--- src/rtl/romload_pkg.sv ---
// Shared types and entry layout for the ROM/EDD loader write path.
// Entry layout: {page, addr, data}; the ROMLOAD_CKSUM_EN build option lives in romload_writer.
package romload_pkg;

  typedef enum logic [1:0] {
    IDLE  = 2'd0,
    REQ   = 2'd1,
    WRITE = 2'd2,
    DONE  = 2'd3
  } state_t;

  localparam int ENTRY_W  = 30;
  localparam int DATA_LSB = 0;
  localparam int DATA_W   = 8;
  localparam int ADDR_LSB = 8;
  localparam int ADDR_W   = 16;
  localparam int PAGE_LSB = 24;
  localparam int PAGE_W   = 6;
  localparam int CNT_W    = 3;

  function automatic logic [ENTRY_W-1:0] pack_entry(input logic [PAGE_W-1:0] page,
                                                     input logic [ADDR_W-1:0] addr,
                                                     input logic [DATA_W-1:0] data);
    return {page, addr, data};
  endfunction

endpackage

--- src/rtl/romload_fifo.sv ---
// Single-clock FIFO with count; a push into a full FIFO is accepted when a pop
// happens in the same cycle.
module romload_fifo #(
  parameter int DEPTH = 4,
  parameter int WIDTH = 30,
  parameter int PTR_W = 2
) (
  input  logic             clk,
  input  logic             reset_n,
  input  logic             push,
  input  logic [WIDTH-1:0] wdata,
  input  logic             pop,
  output logic [WIDTH-1:0] rdata,
  output logic             full,
  output logic             empty,
  output logic [PTR_W:0]   count
);

  logic [WIDTH-1:0] mem [DEPTH];
  logic [PTR_W-1:0] wr_ptr;
  logic [PTR_W-1:0] rd_ptr;
  logic             push_ok;
  logic             pop_ok;

  assign full    = (count == (PTR_W+1)'(DEPTH));
  assign empty   = (count == '0);
  assign pop_ok  = pop && !empty;
  assign push_ok = push && (!full || pop_ok);
  assign rdata   = mem[rd_ptr];

  always_ff @(posedge clk) begin
    if (!reset_n) begin
      wr_ptr <= '0;
      rd_ptr <= '0;
      count  <= '0;
    end else begin
      if (push_ok) wr_ptr <= wr_ptr + 1'b1;
      if (pop_ok)  rd_ptr <= rd_ptr + 1'b1;
      count <= count + (PTR_W+1)'(push_ok) - (PTR_W+1)'(pop_ok);
    end
  end

  // Storage needs no reset; the pointers define which entries are live.
  always_ff @(posedge clk) begin
    if (push_ok) mem[wr_ptr] <= wdata;
  end

endmodule

--- src/rtl/romload_writer.sv ---
// Buffers loader byte strobes and writes them to main RAM / kvaz pages over the shared bus.
// Define ROMLOAD_CKSUM_EN to add the o_cksum running byte sum output.
module romload_writer
  import romload_pkg::*;
#(
  parameter int FIFO_DEPTH = 4,
  parameter int WR_CYCLES  = 2,
  parameter int PTR_W      = 2
) (
  input  logic        clk,
  input  logic        reset_n,
  input  logic        i_rom_hold,
  input  logic [5:0]  i_rom_page,
  input  logic [15:0] i_rom_addr,
  input  logic [7:0]  i_rom_data,
  input  logic        i_rom_wr,
  input  logic        i_mem_gnt,
  output logic        o_mem_req,
  output logic [21:0] o_mem_addr,
  output logic [7:0]  o_mem_data,
  output logic        o_mem_we,
  output logic        o_cpu_hold,
  output logic        o_busy,
`ifdef ROMLOAD_CKSUM_EN
  output logic        o_overflow,
  output logic [15:0] o_cksum
`else
  output logic        o_overflow
`endif
);

  state_t             state;
  state_t             state_next;
  logic [CNT_W-1:0]   wr_cnt;
  logic [ENTRY_W-1:0] fifo_rdata;
  logic               fifo_full;
  logic               fifo_empty;
  logic [PTR_W:0]     fifo_count;
  logic               pop;
  logic               drop;
  logic               hold_q;
  logic               hold_rise;

  assign pop       = (state == REQ) && i_mem_gnt && !fifo_empty;
  assign drop      = i_rom_wr && fifo_full && !pop;
  assign hold_rise = i_rom_hold && !hold_q;

  romload_fifo #(
    .DEPTH (FIFO_DEPTH),
    .WIDTH (ENTRY_W),
    .PTR_W (PTR_W)
  ) u_fifo (
    .clk     (clk),
    .reset_n (reset_n),
    .push    (i_rom_wr),
    .wdata   (pack_entry(i_rom_page, i_rom_addr, i_rom_data)),
    .pop     (pop),
    .rdata   (fifo_rdata),
    .full    (fifo_full),
    .empty   (fifo_empty),
    .count   (fifo_count)
  );

  always_ff @(posedge clk) begin
    if (!reset_n) state <= IDLE;
    else          state <= state_next;
  end

  always_comb begin
    state_next = state;
    case (state)
      IDLE:    if (!fifo_empty) state_next = REQ;
      REQ:     if (i_mem_gnt)   state_next = WRITE;
      WRITE:   if (wr_cnt == '0) state_next = DONE;
      DONE:    state_next = fifo_empty ? IDLE : REQ;
      default: state_next = IDLE;
    endcase
  end

  assign o_mem_req = (state == REQ);
  assign o_mem_we  = (state == WRITE);
  assign o_busy    = (fifo_count != '0) || (state != IDLE);

  // The write counter is loaded on grant so WRITE lasts exactly WR_CYCLES cycles.
  always_ff @(posedge clk) begin
    if (!reset_n) begin
      wr_cnt     <= '0;
      o_mem_addr <= '0;
      o_mem_data <= '0;
    end else if (pop) begin
      wr_cnt     <= CNT_W'(WR_CYCLES - 1);
      o_mem_addr <= fifo_rdata[PAGE_LSB+PAGE_W-1:ADDR_LSB];
      o_mem_data <= fifo_rdata[DATA_LSB+DATA_W-1:DATA_LSB];
    end else if (state == WRITE && wr_cnt != '0) begin
      wr_cnt <= wr_cnt - CNT_W'(1);
    end
  end

  always_ff @(posedge clk) begin
    if (!reset_n) begin
      hold_q     <= 1'b0;
      o_cpu_hold <= 1'b0;
      o_overflow <= 1'b0;
    end else begin
      hold_q     <= i_rom_hold;
      o_cpu_hold <= i_rom_hold | o_busy;
      if (drop)           o_overflow <= 1'b1;
      else if (hold_rise) o_overflow <= 1'b0;
    end
  end

`ifdef ROMLOAD_CKSUM_EN
  // Each byte is summed once, on the first cycle of its write pulse.
  always_ff @(posedge clk) begin
    if (!reset_n || hold_rise)
      o_cksum <= '0;
    else if (state == WRITE && wr_cnt == CNT_W'(WR_CYCLES - 1))
      o_cksum <= o_cksum + {8'h00, o_mem_data};
  end
`endif

endmodule

--- config.mk ---
export PLATFORM = sky130hd
export DESIGN_NAME = romload_writer
export DESIGN_NICKNAME = d
export VERILOG_FILES = /design/src/rtl/romload_pkg.sv /design/src/rtl/romload_fifo.sv /design/src/rtl/romload_writer.sv
export SDC_FILE = /design/constraint.sdc
export NUM_CORES = 1
export LEC_CHECK = 0
export ABC_CLOCK_PERIOD_IN_PS = 5400
export CAP_MARGIN = 20
export CORE_AREA = 4 4 164 166
export DETAILED_ROUTE_END_ITERATION = 6
export DIE_AREA = 0 0 168 170
export SYNTH_ARGS = -nofsm -noshare
export SYNTH_HDL_FRONTEND = slang
export SYNTH_HIERARCHICAL = 1
export SYNTH_SLANG_ARGS = --single-unit
--- constraint.sdc ---
create_clock -name clk -period 5.4 [get_ports clk]
set_input_delay 1.08 -clock clk [delete_from_list [all_inputs] [get_ports clk]]
set_output_delay 1.08 -clock clk [all_outputs]
set_load 0.05 [all_outputs]
==> impl_results.md <==
* Required @ worst endpoint at 5.45 ns
* Peak supply drop at 0.228 mV
* Hold violation count in the final report at 0
* Grt ovf at 0
* WL/cell at 16.4 µm
* Dpl hpwl at 8620 µm
* Num CTS Buffers at 17
* Cells on Worst Hold Path at 2
* Clk slew on worst S/H paths at 0.06 ns
* #FFs+latches synth at 167
* Power density over cell area at 427 mW/mm²
* Final min period at 3.54 ns
* Comb power frac at 0.186
* Min-Delay Path Class: flop to flop
* IO buf count at 69
* Drt total wl at 13200 µm
* Status: finished clean
* Gpl congestion at 0.730
* Setup Viol. Count Final at 0
* Global-route wire length before repair at 20500 µm
* Tightest Pin Transition at 0.851 ns
* Tcrit/Tclk final at 0.656
* Psw at 951 µW
* Most frequent cells in the layout: edfxtp_1 (120), clkdlybuf4s50_1 (69), nand2_1 (66)
* Arrival @ worst endpoint at 3.59 ns
* Relative slew slack at 0.433
* Site Rows at 59
* 1st-pass router iterations at 4
* Reg power frac at 0.470
* Dominant synthesized flop cell: edfxtp_1
* Syn Std Cell Area at 0.00631 mm²
* Final-report max-slew violation count at 0
* Nets at 507
* GRT Overall Usage at 0.0952
* TritonCTS clock tree: built
* Post-cts resize count at 0
* Startpoint types: input pin
* CP Max Fanout at 34
* Share of cells above drive strength 1 at 0.165
* Crit path kind: input pin to flop
* Placed insts at 775
* Root Driver: clkbuf_16
* Final core utilization at 0.309
* P&R area growth vs syn at 25.7%
* Initial DRC Count at 181
* Reg2reg end: u_fifo/count[2]
* Reg-to-reg slack, setup at 2.22 ns
* Fin Hold WS at 0.459 ns
* Via-to-Cell Ratio at 4.16
* Diode count at 0
* Met3 usage at 0.0339
* Sw frac at 0.281
* Largest net degree at the start of global routing at 35
* Clk buf depth at 2
* Initial core utilization at 0.246
* Hold path start: o_mem_addr[12]
* Clock power share at 0.344
* Hold Crit Endpoint: o_mem_addr[12]
* Vias at 3359
* Count of flip-flops with a built-in enable after synthesis at 120
* Hold-fix buffers, CTS at 0
* Post-route setup TNS at 0 ns
* Die height at 170 µm
* # Max-Cap Violations at 0
* Core Region at 0.0256 mm²
* DRC viols at 0
* Vias in the first global route at 3754
* Pre-CTS setup slack at 1.37 ns
* Mean area per synthesized cell at 16.4 µm²
* Setup Skew at 0.0111 ns
* Grt peak-use layer: met2
* I/O pin cnt at 70
* Leakage at 0.00253 µW
* DIE AREA at 0.0286 mm²
* P_int at 2430 µW
* Met2 Usage GRT at 0.171
* Seq/Total Area, Yosys at 0.720
* Setup bufs post-CTS at 0
* Synth warn at 6
* RSZ-0062 raised after global routing: no
* Initial antenna violation count at 1
* Die W at 168 µm
* Unique masters post-synth at 37
* Clk sink count at 167
* CP Capture Type: flop
* Post-synthesis async set-or-reset flop share at 0
* Cells on worst reg2reg path at 11
* H-tree Lvls at 4
* Clock Latency Late Sink at 0.42 ns
* Met1 Use GR at 0.104
* Setup slack after layout at 1.86 ns
* Leading cell type in the layout, fill and taps excluded: edfxtp_1
* Syn Nets at 433
* DRT antenna net count at 0
* Finished Layout Cells at 807
* Cells after Synth at 385
* Max Freq at 0.282 GHz
* FF-to-FF Start: u_fifo/count[1]
## how the worst max path moves through the flow
stage / startpoint / to / cells after the start
4_1_cts: i_mem_gnt / u_fifo/mem[0][23] / 6
5_1_grt: i_mem_gnt / u_fifo/mem[0][9] / 6
3_5_place_dp: i_mem_gnt / u_fifo/mem[0][6] / 6
3_3_place_gp: i_mem_gnt / u_fifo/mem[0][6] / 6
6_report: i_mem_gnt / u_fifo/mem[0][9] / 6
2_1_floorplan: i_mem_gnt / u_fifo/mem[0][0] / 6
## layout make-up
| class | instances | area [µm²] |
|---|---|---|
| clock buffer | 18 | 439 |
| clock inverter | 14 | 136 |
| fill | 2490 | 17700 |
| inverter | 13 | 48.8 |
| multi-input combinational | 188 | 1610 |
| sequential | 167 | 4550 |
| tap | 335 | 419 |
| timing repair buffer | 72 | 726 |
## critical path: stages
cell and delay, ns:
clkdlybuf4s50_1 0.56, nand3b_4 0.38, inv_2 0.36, inv_1 0.09, a21boi_2 0.32, and2_2 0.78
## metal layers
| layer | part of all wire | vias up | routed length [µm] |
|---|---|---|---|
| met5 | 0.00098 | - | 13 |
| met4 | 0.016 | 2 | 217 |
| met3 | 0.044 | 17 | 582 |
| met2 | 0.53 | 56 | 6970 |
| met1 | 0.41 | 1702 | 5430 |
| li1 | - | 1582 | - |
## synth_stat cells (all sizes together), types with 2 or more instances
library cell	number	area, µm²
o31ai	2	20.0
buf	13	93.8
xnor2	5	43.8
dfxtp	47	941
clkbuf	4	15.0
nand2	66	248
inv	12	45.0
nand2b	2	12.5
nor2b	2	12.5
mux4	30	676
nor2	5	21.3
mux2i	2	20.0
edfxtp	120	3600
a21oi	33	165
and2	11	68.8
ha	12	150
a211oi	3	22.5
nor3	2	10.0
## sequential cells by signal (all words and copies together), names as in the netlist, named ones only
name           count
u_fifo/count       3
u_fifo/mem       120
wr_cnt             3
o_mem_data         8
u_fifo/rd_ptr      2
o_mem_addr        22
hold_q             1
o_cpu_hold         1
u_fifo/wr_ptr      2
state              2
o_overflow         1
## power by group through the flow
| stage | Combinational (µW) | Clock (µW) | Sequential, µW |
|---|---|---|---|
| 2_1_floorplan | 360 | 0 | 1680 |
| 4_1_cts | 640 | 1200 | 1590 |
| 3_3_place_gp | 607 | 0 | 1620 |
| 3_5_place_dp | 638 | 0 | 1620 |
| 5_1_grt | 687 | 1250 | 1600 |
| 6_report | 629 | 1160 | 1590 |
## stage by stage
stage               total power (µW)  instance area, µm²
global placement                2230                7330
CTS                             3430                7930
detailed placement              2260                7350
floorplan                       2050                6310
global route                    3540                7930
finish                          3380                7930
## cells by family after synthesis
logic type,count (synthesis),share of synthesized area
AOI/OAI and AO/OA,44,0.0413
xor gates and xnor gates,5,0.00694
adders and majority gates,13,0.0270
buffers and inverters,30,0.0250
DFF,167,0.720
muxes,32,0.110
and+or+nand+nor,94,0.0692
(Power assumes the default switching activity.)
